===== config.mk =====
export PLATFORM = sky130hd
export DESIGN_NAME = mem_arbiter
export DESIGN_NICKNAME = d
export VERILOG_FILES = /design/src/rtl/mem_pkg.sv /design/src/rtl/arb_timeout_counter.sv /design/src/rtl/mem_arbiter.sv
export SDC_FILE = /design/constraint.sdc
export NUM_CORES = 1
export LEC_CHECK = 0
export ABC_CLOCK_PERIOD_IN_PS = 5000
export CORE_MARGIN = 2
export CORE_UTILIZATION = 35
export DETAILED_ROUTE_END_ITERATION = 12
export GPL_TIMING_DRIVEN = 0
export PLACE_DENSITY = 0.83
export SLEW_MARGIN = 20
export SYNTH_ARGS = -nofsm -noshare
export SYNTH_HDL_FRONTEND = slang
export SYNTH_SLANG_ARGS = --single-unit

===== constraint.sdc =====
create_clock -name clk -period 5 [get_ports clk]
set_input_delay 1 -clock clk [delete_from_list [all_inputs] [get_ports clk]]
set_output_delay 1 -clock clk [all_outputs]
set_load 0.1 [all_outputs]

===== src/rtl/mem_pkg.sv =====
// ============================================================================
// Module   : mem_pkg
// Brief    : Shared types and bus widths for the instruction/data memory arbiter.
// Revision : 1.0
// ============================================================================
`default_nettype none

package mem_pkg;

    localparam int c_ADDR_W = 32;
    localparam int c_DATA_W = 32;
    localparam int c_STRB_W = 4;

    typedef enum logic [1:0] {
        IDLE    = 2'd0,
        GRANT_I = 2'd1,
        GRANT_D = 2'd2
    } arb_state_t;

    typedef enum logic [1:0] {
        NONE  = 2'd0,
        INSTR = 2'd1,
        DATA  = 2'd2
    } grant_t;

    typedef struct packed {
        logic [c_ADDR_W-1:0] addr;
        logic [c_DATA_W-1:0] wdata;
        logic [c_STRB_W-1:0] wstrb;
        logic                instr;
    } mem_req_t;

    // Data port wins when it is the only requester, or when both request and
    // the previous grant went to the fetch port (or no history yet and the
    // tie-break favours data).
    function automatic logic data_wins(
        input logic   i_valid,
        input logic   d_valid,
        input grant_t last,
        input logic   data_first
    );
        logic w_tie;
        w_tie = (last == INSTR) || ((last == NONE) && data_first);
        return d_valid && (!i_valid || w_tie);
    endfunction

endpackage

`default_nettype wire


===== src/rtl/arb_timeout_counter.sv =====
// ============================================================================
// Module   : arb_timeout_counter
// Brief    : Counts grant cycles without memory_ready; flags the final cycle.
// Revision : 1.0
// ============================================================================
`default_nettype none

module arb_timeout_counter #(
    parameter int TIMEOUT = 1024
) (
    input  logic clk,
    input  logic rst,
    input  logic i_clear,
    input  logic i_enable,
    output logic o_expired
);

    localparam int                c_CNT_W = (TIMEOUT > 0) ? $clog2(TIMEOUT + 1) : 1;
    localparam logic [c_CNT_W-1:0] c_LIMIT = c_CNT_W'((TIMEOUT > 0) ? TIMEOUT - 1 : 0);

    logic [c_CNT_W-1:0] r_count;

    // The count equals the number of elapsed grant cycles, so expiry lands in
    // the TIMEOUT-th grant cycle.
    assign o_expired = (r_count == c_LIMIT);

    always_ff @(posedge clk) begin
        if (rst || i_clear) begin
            r_count <= '0;
        end else if (i_enable && !o_expired) begin
            r_count <= r_count + 1'b1;
        end
    end

endmodule

`default_nettype wire


===== src/rtl/mem_arbiter.sv =====
// ============================================================================
// Module   : mem_arbiter
// Brief    : Round-robin arbiter sharing one memory bus between fetch and data.
// Revision : 1.0
// ============================================================================
`default_nettype none

module mem_arbiter
    import mem_pkg::*;
#(
    parameter int TIMEOUT    = 1024,
    parameter bit DATA_FIRST = 1'b1
) (
    input  logic                clk,
    input  logic                rst,

    input  logic                imem_valid,
    input  logic [c_ADDR_W-1:0] imem_addr,
    output logic [c_DATA_W-1:0] imem_rdata,
    output logic                imem_ready,
    output logic                imem_err,

    input  logic                dmem_valid,
    input  logic [c_ADDR_W-1:0] dmem_addr,
    input  logic [c_DATA_W-1:0] dmem_wdata,
    input  logic [c_STRB_W-1:0] dmem_wstrb,
    output logic [c_DATA_W-1:0] dmem_rdata,
    output logic                dmem_ready,
    output logic                dmem_err,

    output logic                memory_valid,
    output logic                memory_instr,
    output logic [c_ADDR_W-1:0] memory_addr,
    output logic [c_DATA_W-1:0] memory_wdata,
    output logic [c_STRB_W-1:0] memory_wstrb,
    input  logic [c_DATA_W-1:0] memory_rdata,
    input  logic                memory_ready
);

    arb_state_t r_state;
    grant_t     r_last;
    mem_req_t   r_req;
    logic       r_mem_valid;

    logic w_in_i;
    logic w_in_d;
    logic w_busy;
    logic w_expired;
    logic w_done;
    logic w_pick_d;

    assign w_in_i   = (r_state == GRANT_I);
    assign w_in_d   = (r_state == GRANT_D);
    assign w_busy   = w_in_i || w_in_d;
    assign w_done   = memory_ready || w_expired;
    assign w_pick_d = data_wins(imem_valid, dmem_valid, r_last, DATA_FIRST);

    generate
        if (TIMEOUT > 0) begin : g_timeout
            arb_timeout_counter #(
                .TIMEOUT (TIMEOUT)
            ) u_timeout (
                .clk       (clk),
                .rst       (rst),
                .i_clear   (!w_busy),
                .i_enable  (w_busy && !memory_ready),
                .o_expired (w_expired)
            );
        end else begin : g_no_timeout
            assign w_expired = 1'b0;
        end
    endgenerate

    always_ff @(posedge clk) begin
        if (rst) begin
            r_state     <= IDLE;
            r_last      <= NONE;
            r_req       <= '0;
            r_mem_valid <= 1'b0;
        end else begin
            case (r_state)
                IDLE: begin
                    if (w_pick_d) begin
                        r_req       <= '{addr: dmem_addr, wdata: dmem_wdata,
                                         wstrb: dmem_wstrb, instr: 1'b0};
                        r_mem_valid <= 1'b1;
                        r_state     <= GRANT_D;
                    end else if (imem_valid) begin
                        r_req       <= '{addr: imem_addr, wdata: '0,
                                         wstrb: '0, instr: 1'b1};
                        r_mem_valid <= 1'b1;
                        r_state     <= GRANT_I;
                    end
                end
                GRANT_I, GRANT_D: begin
                    if (w_done) begin
                        r_mem_valid <= 1'b0;
                        r_state     <= IDLE;
                        r_last      <= w_in_i ? INSTR : DATA;
                    end
                end
                default: begin
                    r_state     <= IDLE;
                    r_mem_valid <= 1'b0;
                end
            endcase
        end
    end

    assign memory_valid = r_mem_valid;
    assign memory_instr = r_req.instr;
    assign memory_addr  = r_req.addr;
    assign memory_wdata = r_req.wdata;
    assign memory_wstrb = r_req.wstrb;

    // Timeout completion reports err with zeroed data; a real ready in the
    // same cycle takes precedence.
    assign imem_ready = w_in_i && w_done;
    assign imem_err   = w_in_i && w_expired && !memory_ready;
    assign imem_rdata = (w_in_i && memory_ready) ? memory_rdata : '0;

    assign dmem_ready = w_in_d && w_done;
    assign dmem_err   = w_in_d && w_expired && !memory_ready;
    assign dmem_rdata = (w_in_d && memory_ready) ? memory_rdata : '0;

endmodule

`default_nettype wire


==> results_dict.tcl <==
set metrics [dict create \
    synth_seq_area_share_pct 46.22 \
    final.min_clock_period_ns 4.666 \
    met3_usage_pct 7.541 \
    outcome "completed" \
    syn_inst 404 \
    skew_ns 0.01432 \
    grt_util_all_layers_pct 24.67 \
    fill_cells 851 \
    dr.pass1.iters 11 \
    path_max_fanout 10 \
    antenna_found_initial 0 \
    placed_area_sq_um 6551 \
    ios 275 \
    fin_nets 830 \
    hold_path_class "reg -> reg" \
    routedWlPerCell_microns 17.58 \
    critPathBufInv 4 \
    rrSetupSlack_ns 3.06 \
    power_density_nw_per_um2 350.3 \
    rsz0062_at_grt "no" \
    cts-resized-gates 0 \
    tns_ns 0 \
    setup_ws_ns 0.3336 \
    hpwlAfterDp_microns 11640 \
    p_switching_mw 1.028 \
    synth_top_area_cell "dfxtp_1" \
    utilization_pct 66.22 \
    use_met2_pct 46.73 \
    cts_made_buffers 9 \
    crit_type "in -> out" \
    die_area_sq_um 11230 \
    wl_microns 14580 \
    power.leakage_nw 2.691 \
    syn_nets 545 \
    first_iter_violations 526 \
    path_cells "clkdlybuf4s50_1, clkbuf_1, clkbuf_1, and3_1, clkdlybuf4s50_1" \
    viasPerCell 5.423 \
    final_area_sq_um 6775 \
    post_cts_buffers 0 \
    yosys_warnings 0 \
    grt_max_degree 14 \
    fp.dieH_microns 106.0 \
    cts-htree-levels 3 \
    drv_slew 0 \
    ys.flop_type "dfxtp_1" \
    place_congestion 0.8999 \
    netlist_top_cells_area "dfxtp_1 46%, and3_1 11%, a222oi_1 8.8%, a22oi_1 7.4%, nor2_1 7.4%" \
    grt_busiest_layer "met2" \
    cp.required_ns 4.00 \
    cts_buffer_depth 2 \
    p_clk_share_pct 23.0 \
    cts_tree "done" \
    swShare_pct 43.30 \
    cts.sinks 84 \
    final_hold_viol_count 0 \
    stdcell_count 829 \
    start_kind "input pin" \
    setup_viol 0 \
    initial_core_util_pct 35.56 \
    clock-root-buffer "clkbuf_8" \
    seqPwrFrac_pct 32.0 \
    vias 4496 \
    synth.avg_cell_area_sq_um 9.006 \
    grtUsageMet1_pct 25.51 \
    clock_latency_ns 0.35 \
    max_slew_margin_pct 31.09 \
    grt-ovfl-total 0 \
    cpMaxStageDelayCell "clkdlybuf4s50_1" \
    io_buffers 274 \
    synth_edf_count 0 \
    post-route-period-util_pct 93.33 \
    yosysTopAreaCellShare_pct 46.22 \
    drc 0 \
    rows 37 \
    p_int_mw 1.346 \
    dp_cells 814 \
    pre_cts_slack_ns 0.3661 \
    synth.distinct_cells 38 \
    cp-end-kind "output pin" \
    clk_pin_slew_worst_paths_ns 0.07 \
    postRouteAntennaNets 0 \
    tightest_slew_ns 1.030 \
    p_comb_share_pct 44.9 \
    max_stage_delay_ns 1.15 \
    area_delta_synth_final_pct 86.21 \
    die_x_microns 106.0 \
    core_area_sq_um 10230 \
    cp_top_family "buffers and inverters" \
    antennaDiodeCount 0 \
    grt_pass1_wl_microns 22080 \
    irDropWorstVdd_mv 0.2644 \
    layout-drive-gt1-share_pct 4.329 \
    ys_ff_latch 84 \
    regArea_sq_um 1682 \
    first_global_vias 4441 \
    drv_cap 0 \
    cp_data_arrival_time_ns 3.67 \
    async_reset_ff_share_pct 0 \
    postCtsHoldBufs 0 \
    syn_area_sq_um 3638 \
    max_freq_mhz 214.3 \
    multiInputGateArea_sq_um 1772 \
]
## worst min-delay path, cell delays in order, from the launching register on
cell and delay, ns:
dfxtp_1 0.33, nand2_1 0.06, a31oi_1 0.03
## Yosys cell counts (2+ instances only)
library cell,n
inv_1,7
o21ai_1,2
a22o_1,2
and4_1,2
nand3_1,3
o21ai_0,3
nor2_1,72
dfxtp_1,84
and2_1,2
nand2_1,8
a222oi_1,32
clkbuf_1,28
a21oi_1,12
xnor2_1,3
a31oi_1,2
or3_1,4
or4_1,2
o31ai_1,2
and3_1,65
nor3b_1,2
a311oi_1,2
o31ai_4,2
ha_1,4
a22oi_1,36
buf_2,10
## placed cells by master (no fill, tap or decap), types with 2 or more instances in the layout
cell type / instances
bufinv_16: 2
or3_1: 4
a222oi_1: 32
nor2_1: 72
a22o_1: 2
a311oi_1: 2
a21oi_1: 12
o31ai_4: 2
clkdlybuf4s50_1: 274
o31ai_1: 2
inv_1: 7
nand3_1: 3
and2_1: 2
xnor2_1: 3
clkbuf_1: 29
and4_1: 2
buf_2: 10
nand2_1: 8
a22oi_1: 36
a31oi_1: 2
clkbuf_8: 11
or4_1: 2
and3_1: 65
dfxtp_1: 84
nor3b_1: 2
o21ai_1: 2
ha_1: 4
o21ai_0: 3
## area by class of cell
type	instances	share of cell area, %
multi-input combinational	274	26.15
sequential	84	24.82
buffer	39	2.345
clock inverter	3	1.016
tap	136	2.512
inverter	7	0.3878
clock buffer	12	2.290
timing repair buffer	274	40.48
## path summary, 6_finish.rpt
kind,cells past startpoint,endpoint,from
hold / removal,2,g_timeout.u_timeout.r_count[10],g_timeout.u_timeout.r_count[10]
setup / recovery,5,dmem_rdata[25],memory_ready
setup reg to reg,7,memory_addr[15],r_state[0]
hold reg to reg,2,g_timeout.u_timeout.r_count[10],g_timeout.u_timeout.r_count[10]
## through the flow
stage / power, mW / hold WS [ns]
2_1_floorplan: 1.511 / 0.4160
3_3_place_gp: 1.822 / 0.4251
3_5_place_dp: 1.839 / 0.4452
4_1_cts: 2.386 / 0.4600
5_1_grt: 2.462 / 0.4893
6_report: 2.373 / 0.4609
## sequential cells by signal (all words and copies together), names as in the netlist
signal                       flops
memory_addr                     32
memory_wdata                    32
g_timeout.u_timeout.r_count     11
memory_wstrb                     4
r_state                          2
memory_instr                     1
memory_valid                     1
r_last                           1
## per-layer routing
| metal | part of all wire, % | up-vias |
|---|---|---|
| met5 | 0 | - |
| li1 | - | 2093 |
| met1 | 35 | 2125 |
| met3 | 8.7 | 30 |
| met2 | 54 | 248 |
| met4 | 2.8 | 0 |
## power groups by stage
stage,Clock [mW],Combinational (mW),Sequential [mW]
6_report,0.547,1.07,0.760
5_1_grt,0.585,1.11,0.767
4_1_cts,0.559,1.07,0.760
3_5_place_dp,0,1.06,0.775
3_3_place_gp,0,1.05,0.772
2_1_floorplan,0,0.347,1.16
## cells by family (layout without fill, tap and decap cells)
family          after synthesis  after routing  synth area share (%)
flops                        84             84                 46.22
simple gates                170            170                 24.69
fa+ha+maj                     4              4                 1.376
xor+xnor                      3              3                0.7223
buf+inv                      46            335                 5.089
compound gates               97             97                 21.91
(Power assumes the default switching activity.)
